File: src/rtl/serial_pkg.sv
// Shared definitions for the serial transmitter.
// Holds the FSM state encoding, the default frame geometry and a helper that
// gives the accept-to-idle frame length in clocks.
package serial_pkg;

    typedef enum logic [1:0] {
        StIdle,
        StStart,
        StData,
        StStop
    } tx_state_e;

    localparam int unsigned DefDataW      = 8;
    localparam int unsigned DefClksPerBit = 4;

    // Clocks from the accept edge until the block is back in idle:
    // start bit + data bits + stop bit, each held for clks_per_bit clocks.
    function automatic int unsigned frame_clks(input int unsigned data_w,
                                               input int unsigned clks_per_bit);
        return (data_w + 2) * clks_per_bit;
    endfunction

    localparam int unsigned DefFrameClks = frame_clks(DefDataW, DefClksPerBit);

endpackage

File: src/rtl/serial_baud_cnt.sv
// Baud counter for the serial transmitter.
// Counts 0..CLKS_PER_BIT-1 and flags the terminal count so the owner can
// advance to the next bit.
//   clk    rising-edge clock
//   rst_n  asynchronous active-low reset
//   clear  holds the count at zero (and suppresses tick) while asserted
//   tick   high in the last clock of each bit period
module serial_baud_cnt
    import serial_pkg::*;
#(
    parameter int unsigned CLKS_PER_BIT = DefClksPerBit
) (
    input  logic clk,
    input  logic rst_n,
    input  logic clear,
    output logic tick
);

    localparam int unsigned CntW = (CLKS_PER_BIT > 1) ? $clog2(CLKS_PER_BIT) : 1;
    localparam logic [CntW-1:0] CntMax = CntW'(CLKS_PER_BIT - 1);

    logic [CntW-1:0] cnt_q;

    always_ff @(posedge clk or negedge rst_n) begin
        if (!rst_n) begin
            cnt_q <= '0;
        end else if (clear || (cnt_q == CntMax)) begin
            cnt_q <= '0;
        end else begin
            cnt_q <= cnt_q + CntW'(1);
        end
    end

    // With CLKS_PER_BIT=1 the count sits at zero and every clock is terminal.
    assign tick = !clear && (cnt_q == CntMax);

endmodule

File: src/rtl/serial_tx_reg.sv
// Parallel-in, serial-out frame transmitter.
// Accepts a word over valid/ready and sends it as start bit (0), LSB-first
// data bits and stop bit (1), each bit held for CLKS_PER_BIT clocks.
//   clk    rising-edge clock
//   rst_n  asynchronous active-low reset; aborts any frame in progress
//   data   word to send, sampled when valid && ready at a rising edge
//   valid  word available
//   ready  block can accept a word (idle only)
//   txd    serial line, driven straight from a flop, idles high
//   busy   frame in progress
module serial_tx_reg
    import serial_pkg::*;
#(
    parameter int unsigned DATA_W       = DefDataW,
    parameter int unsigned CLKS_PER_BIT = DefClksPerBit
) (
    input  logic              clk,
    input  logic              rst_n,
    input  logic [DATA_W-1:0] data,
    input  logic              valid,
    output logic              ready,
    output logic              txd,
    output logic              busy
);

    localparam int unsigned BitW = (DATA_W > 1) ? $clog2(DATA_W) : 1;
    localparam logic [BitW-1:0] BitMax = BitW'(DATA_W - 1);

    tx_state_e         state_q;
    logic [DATA_W-1:0] shift_q;
    logic [BitW-1:0]   bit_q;
    logic              txd_q;
    logic              tick;

    // Counter is held cleared in idle so every frame starts from a fresh bit
    // period on the cycle after accept.
    serial_baud_cnt #(
        .CLKS_PER_BIT(CLKS_PER_BIT)
    ) u_baud_cnt (
        .clk  (clk),
        .rst_n(rst_n),
        .clear(state_q == StIdle),
        .tick (tick)
    );

    // txd is loaded one bit ahead on each transition so the new level appears
    // together with the new state.
    always_ff @(posedge clk or negedge rst_n) begin
        if (!rst_n) begin
            state_q <= StIdle;
            shift_q <= '0;
            bit_q   <= '0;
            txd_q   <= 1'b1;
        end else begin
            unique case (state_q)
                StIdle: begin
                    txd_q <= 1'b1;
                    if (valid && ready) begin
                        shift_q <= data;
                        bit_q   <= '0;
                        txd_q   <= 1'b0;
                        state_q <= StStart;
                    end
                end
                StStart: begin
                    if (tick) begin
                        txd_q   <= shift_q[0];
                        shift_q <= shift_q >> 1;
                        state_q <= StData;
                    end
                end
                StData: begin
                    if (tick) begin
                        if (bit_q == BitMax) begin
                            txd_q   <= 1'b1;
                            state_q <= StStop;
                        end else begin
                            txd_q   <= shift_q[0];
                            shift_q <= shift_q >> 1;
                            bit_q   <= bit_q + BitW'(1);
                        end
                    end
                end
                StStop: begin
                    if (tick) begin
                        state_q <= StIdle;
                    end
                end
                default: begin
                    state_q <= StIdle;
                    txd_q   <= 1'b1;
                end
            endcase
        end
    end

    assign txd   = txd_q;
    assign ready = (state_q == StIdle);
    assign busy  = (state_q != StIdle);

endmodule

File: config.mk
export PLATFORM = sky130hd
export DESIGN_NAME = serial_tx_reg
export DESIGN_NICKNAME = d
export VERILOG_FILES = /design/src/rtl/serial_pkg.sv /design/src/rtl/serial_baud_cnt.sv /design/src/rtl/serial_tx_reg.sv
export SDC_FILE = /design/constraint.sdc
export NUM_CORES = 1
export LEC_CHECK = 0
export ABC_AREA = 0
export ABC_CLOCK_PERIOD_IN_PS = 2150
export BUFFER_PORTS_ARGS = -buffer_cell sky130_fd_sc_hd__clkbuf_2
export CAP_MARGIN = 20
export CORE_MARGIN = 4
export CORE_UTILIZATION = 54
export DETAILED_ROUTE_END_ITERATION = 10
export GPL_ROUTABILITY_DRIVEN = 1
export PLACE_DENSITY = 0.74
export SKIP_CTS_REPAIR_TIMING = 1
export SYNTH_ARGS = -nofsm -noshare
export SYNTH_HDL_FRONTEND = slang
export SYNTH_SLANG_ARGS = --single-unit
File: constraint.sdc
create_clock -name clk -period 2.15 [get_ports clk]
set_input_delay 0.43 -clock clk [delete_from_list [all_inputs] [get_ports clk]]
set_output_delay 0.43 -clock clk [all_outputs]
set_load 0.02 [all_outputs]
Word-level counts from Yosys, hierarchy flattened
Index checks and enable logic that the tools add are counted.
{ "word_totals": {"out_inout_bits": 3, "inputBits": 11, "elab_cells": 51, "regBits": 16} }
{ "classes": {"n_reduce_logical": 12, "eq_ne": 11, "add_sub_neg": 2, "n_mux": 21} }
{ "op_table": {"columns": ["cell", "count"], "rows": [
  ["$mux W8", 4],
  ["$pmux W8 S3", 1],
  ["$mux W2", 6],
  ["$ne A2 B2 Y1 const B", 5],
  ["$reduce_and A5 Y1", 2],
  ["$mux W3", 3],
  ["$pmux W2 S4", 1],
  ["$eq A2 B2 Y1 const B", 3],
  ["$pmux W3 S2", 1],
  ["$mux W1", 4],
  ["$reduce_and A4 Y1", 1],
  ["$reduce_bool A2 Y1", 2],
  ["$add A3 B1 Y3 const B", 1],
  ["$eq A3 B3 Y1 const B", 1],
  ["$pmux W1 S3", 1],
  ["$reduce_and A3 Y1", 1],
  ["$reduce_bool A3 Y1", 1],
  ["$add A2 B1 Y2 const B", 1],
  ["$eq A2 B1 Y1 const B", 1],
  ["$logic_and A1 B1 Y1", 2],
  ["$logic_not A2 Y1", 1],
  ["$ne A2 B1 Y1 const B", 1],
  ["$logic_not A1 Y1", 1],
  ["$logic_or A1 B1 Y1", 1]
]} }

Logic depth before layout (Yosys ltp)
{ "logic_depth": {"ltp_word": 5, "mapped_depth": 8, "depth_no_buf": 6} }

By module
A second synthesis with hierarchy kept.
{ "hier_totals": {"cells_unflattened": 76, "area_unflattened_um2": 943.4} }
{ "by_module_without_submodules": {"columns": ["mod", "area_each_um2", "cells_per_inst", "n_inst", "seq_area_each_um2"], "rows": [
  ["serial_tx_reg", 849.6, 70, 1, 351.6],
  ["serial_baud_cnt", 93.8, 6, 1, 50.0]
]} }

Worst setup path before layout
Ideal clock, no wire load.
{ "synth_path": {"path_type": "register to register", "startpoint": "register state_q[0]", "endpoint": "register state_q[1]", "arrival_time_ps": 1625, "stages_incl_launch_ff": 7, "n_path_buf": 0, "setup_ps": 128, "period_less_slack_ps": 1753, "t_required_ps": 2022, "setup_slack_ps": 397, "path_cell_list": "dfrtp_1 -> inv_1 -> ha_1 -> nor2b_4 -> nand2_1 -> a21oi_1 -> mux2_1"} }
{ "synth_between": {"elab_chain_len": 5, "elab_cells_between_ends": 14, "cone_classes": "eq/ne: 8; mux: 1; reduce/logical: 5"} }
{ "synth_lines": {"columns": ["item", "line", "text"], "rows": [
  ["from (decl)", "serial_tx_reg.sv:29", "tx_state_e state_q;"],
  ["from (signal assigned)", "serial_tx_reg.sv:50", "state_q <= StIdle;"],
  ["from (signal assigned)", "serial_tx_reg.sv:62", "state_q <= StStart;"],
  ["from (signal assigned)", "serial_tx_reg.sv:69", "state_q <= StData;"],
  ["$logic_not A2 Y1 *", "serial_tx_reg.sv:98", "assign ready = (state_q == StIdle);"],
  ["net ready", "serial_tx_reg.sv:21", "output logic ready,"],
  ["$logic_not A1 Y1", "serial_baud_cnt.sv:35", "assign tick = !clear && (cnt_q == CntMax);"],
  ["$logic_and A1 B1 Y1", "serial_baud_cnt.sv:35", null],
  ["$ne A2 B2 Y1 (no source line)", null, null],
  ["$reduce_and A5 Y1 (no source line)", null, null]
]} }
Mark *: on every way through the listed nets, which the timed path passes. The rest lies on a longest branch.
A chain may end at the register's enable or synchronous reset.

Final worst setup path
{ "layout_path": {"startpoint": "register state_q[0]", "endpoint": "output port ready"} }
{ "layout_between": {"elab_chain_len": 1} }
{ "layout_lines": {"columns": ["item", "line"], "rows": [
  ["$logic_not A2 Y1", "serial_tx_reg.sv:98"],
  ["to (decl)", "serial_tx_reg.sv:21"]
]} }
Every way passes these cells.

==> summary.txt <==
Final layout
  • Utilization after layout: 0.651
  • Cell Count, Final, Fillers Out: between 100 and 150
  • FF/Latch Area: 402 µm²
  • P&R area growth vs syn: 10.1%
  • Fraction of layout cells with a size suffix above 1: 0.257
  • FILL cells: 130
  • Diodes inserted: 0
  • Final nets: around 120
  • Area of the multi-input gates: between 400 and 500 µm²

Logic synthesis
  • Post-synth top flop: dfrtp_1
  • Post-synth EDFFs: 0
  • Synth top area share: 0.403
  • Seq/Total Area, Yosys: 0.431
  • Asr flop ratio synth: 1.00
  • Synth area leaders: dfrtp_1 40%, ha_1 11%, mux2i_1 9.7%
  • Most frequent cell after synthesis: dfrtp_1
  • Synthesis warning total: 0
  • Avg Inst Size Synth: roughly 11 µm²
  • Post-Syn Nets: approximately 110
  • Mapped cell area: slightly above 900 µm²
  • Leading area contributor after synthesis: dfrtp_1
  • Flop and latch count out of synthesis: 16
  • Post-Synthesis Cells: 87
  • Synth cell types: 27
  • Commonest cells post-synth: 15 x dfrtp_1, 14 x nand2_1, 9 x mux2i_1

Global route
  • Initial antenna violation count: 0
  • Gr usage total: 0.137
  • Largest net degree at the start of global routing: 17
  • Vias in the first global route: slightly above 600
  • First-pass GRT wire length: 2570 µm
  • Overflow left after global routing: 0

Die
  • Die ar.: approximately 0.0025 mm²
  • Core area: 0.00158 mm²
  • I/O Pins: 14
  • Initial Util: 0.591
  • Die height: about 50 µm
  • Row count: 14
  • Die Wd: roughly 50 µm

Clock network
  • Clock sinks: 16
  • Root Driver: clkbuf_4
  • Max Buffers Root-to-Sink: 2
  • Worst-skew pair later-pin latency: 0.29 ns
  • Clock Pin Slew Worst Setup and Hold Paths: about 0.10 ns
  • TritonCTS clock tree: done
  • H-tree levels: 1
  • TritonCTS Buffers: 3

Detailed routing
  • Vias: 641
  • Final WL: 1510 µm
  • Starting DRT DRC Count: 6
  • WL/cell: 12.9 µm
  • Pre-antenna DRT Iters: 4
  • DRC errors left: 0
  • Via density: ~5.5
  • ANT nets after route: 0

Timing
  • Sum Neg Setup Slack: 0 ns
  • # setup viols final: 0
  • Clock skew: 0.00550 ns
  • Final hold slack: around 0.046 ns
  • Tmin final: between 1.5 and 2 ns
  • RSZ-0062 raised after global routing: false
  • Worst-Margin Slew: about 0.46 ns
  • Tcrit/Tclk final: 0.861
  • Relative slew slack: 0.693
  • Max Slew Vio Count: 0
  • FMAX: 540 MHz
  • Final Hold Fails: 0

Worst setup path
  • Worst Path Max Fanout: 7
  • Worst r2r path cells: 6
  • R2R Path End: state_q[1]
  • R2r startpoint: state_q[0]
  • Arrival time at the worst endpoint: ~1.4 ns
  • CP Capture Type: output port
  • Crit path launch type: register
  • Setup CP Type: reg -> out
  • R2R setup slack: 0.32 ns
  • Critical path required time: around 1.7 ns

Min path
  • Worst min path class: in -> async

Power
  • Pwr Total: around 1.7 mW
  • VDD IR max: between 1 and 1.5 mV
  • P_leak: about 0.5 nW
  • Power Density: ~1700 mW/mm²

Outcome
  • Status: finished clean

Placed design
  • Port bufs: 13
  • HPWL after DPL: roughly 1200 µm
  • Inst Count DP: ~110
  • Routability congestion estimate: ~0.76

Flow run
  • Max_cap viols: 0
[final cells by class]
type,instances,area share
Inverter,7,0.0256
Timing Repair Buffer,13,0.0634
Clock buffer,4,0.0354
Tap cell,16,0.0195
Sequential cell,16,0.391
Multi-Input combinational cell,61,0.465
[cells in the final DEF, fill, tap and decap left out, types with 2 or more instances in the layout]
master,n
clkbuf_2,13
clkbuf_4,3
dfrtp_1,15
ha_1,8
inv_1,7
mux2_1,2
mux2i_1,9
nand2_1,14
nor2_1,3
o21ai_0,2
o21ai_1,7
o21ai_2,2
[flip-flops by register name, indices dropped and copies added (netlist names)]
name,count
bit_q,3
u_baud_cnt.cnt_q,2
state_q,2
txd,1
shift_q,8
[stage by stage]
stage               cell area [µm²]  setup slack [ns]
detailed placement              990             0.340
finish                         1030             0.299
global route                   1030             0.179
global placement                990             0.369
CTS                            1030             0.285
floorplan                       932             0.397
[worst max-delay path, cell delays in order (launching register included)]
cell and delay (ns):
dfrtp_1 0.42, inv_1 0.12, ha_1 0.35, clkbuf_2 0.23
[worst max-delay path by stage]
stage | from | cells after the start | slack (ns) | end
finish | state_q[0] | 3 | 0.30 | ready
global route | state_q[0] | 6 | 0.18 | shift_q[6]
detailed placement | state_q[0] | 6 | 0.34 | state_q[1]
CTS | state_q[0] | 3 | 0.29 | ready
floorplan | state_q[0] | 6 | 0.40 | state_q[1]
global placement | state_q[0] | 6 | 0.37 | state_q[1]
[routing by layer]
layer / track usage / vias to the layer above / routed length (µm)
li1: - / 324 / -
met1: 0.176 / 305 / 671
met4: 0.0691 / 0 / 29
met2: 0.216 / 10 / 770
met3: 0.0271 / 2 / 39
met5: 0 / - / 0
[where the power goes]
part | total (mW) | internal, mW | leakage (nW) | switching (mW)
Clock | 0.202 | 0.103 | 0.0210 | 0.0992
Sequential | 0.543 | 0.458 | 0.200 | 0.0852
Combinational | 0.985 | 0.423 | 0.286 | 0.562
[logic make-up after synthesis]
group	count (synthesis)	share of synthesized area
and+or+nand+nor	25	0.132
AOI/OAI and AO/OA	17	0.152
DFF	16	0.431
muxes	11	0.121
buffers and inverters	10	0.0577
adders and majority gates	8	0.107
No activity file was read; power rests on OpenSTA's default activity.
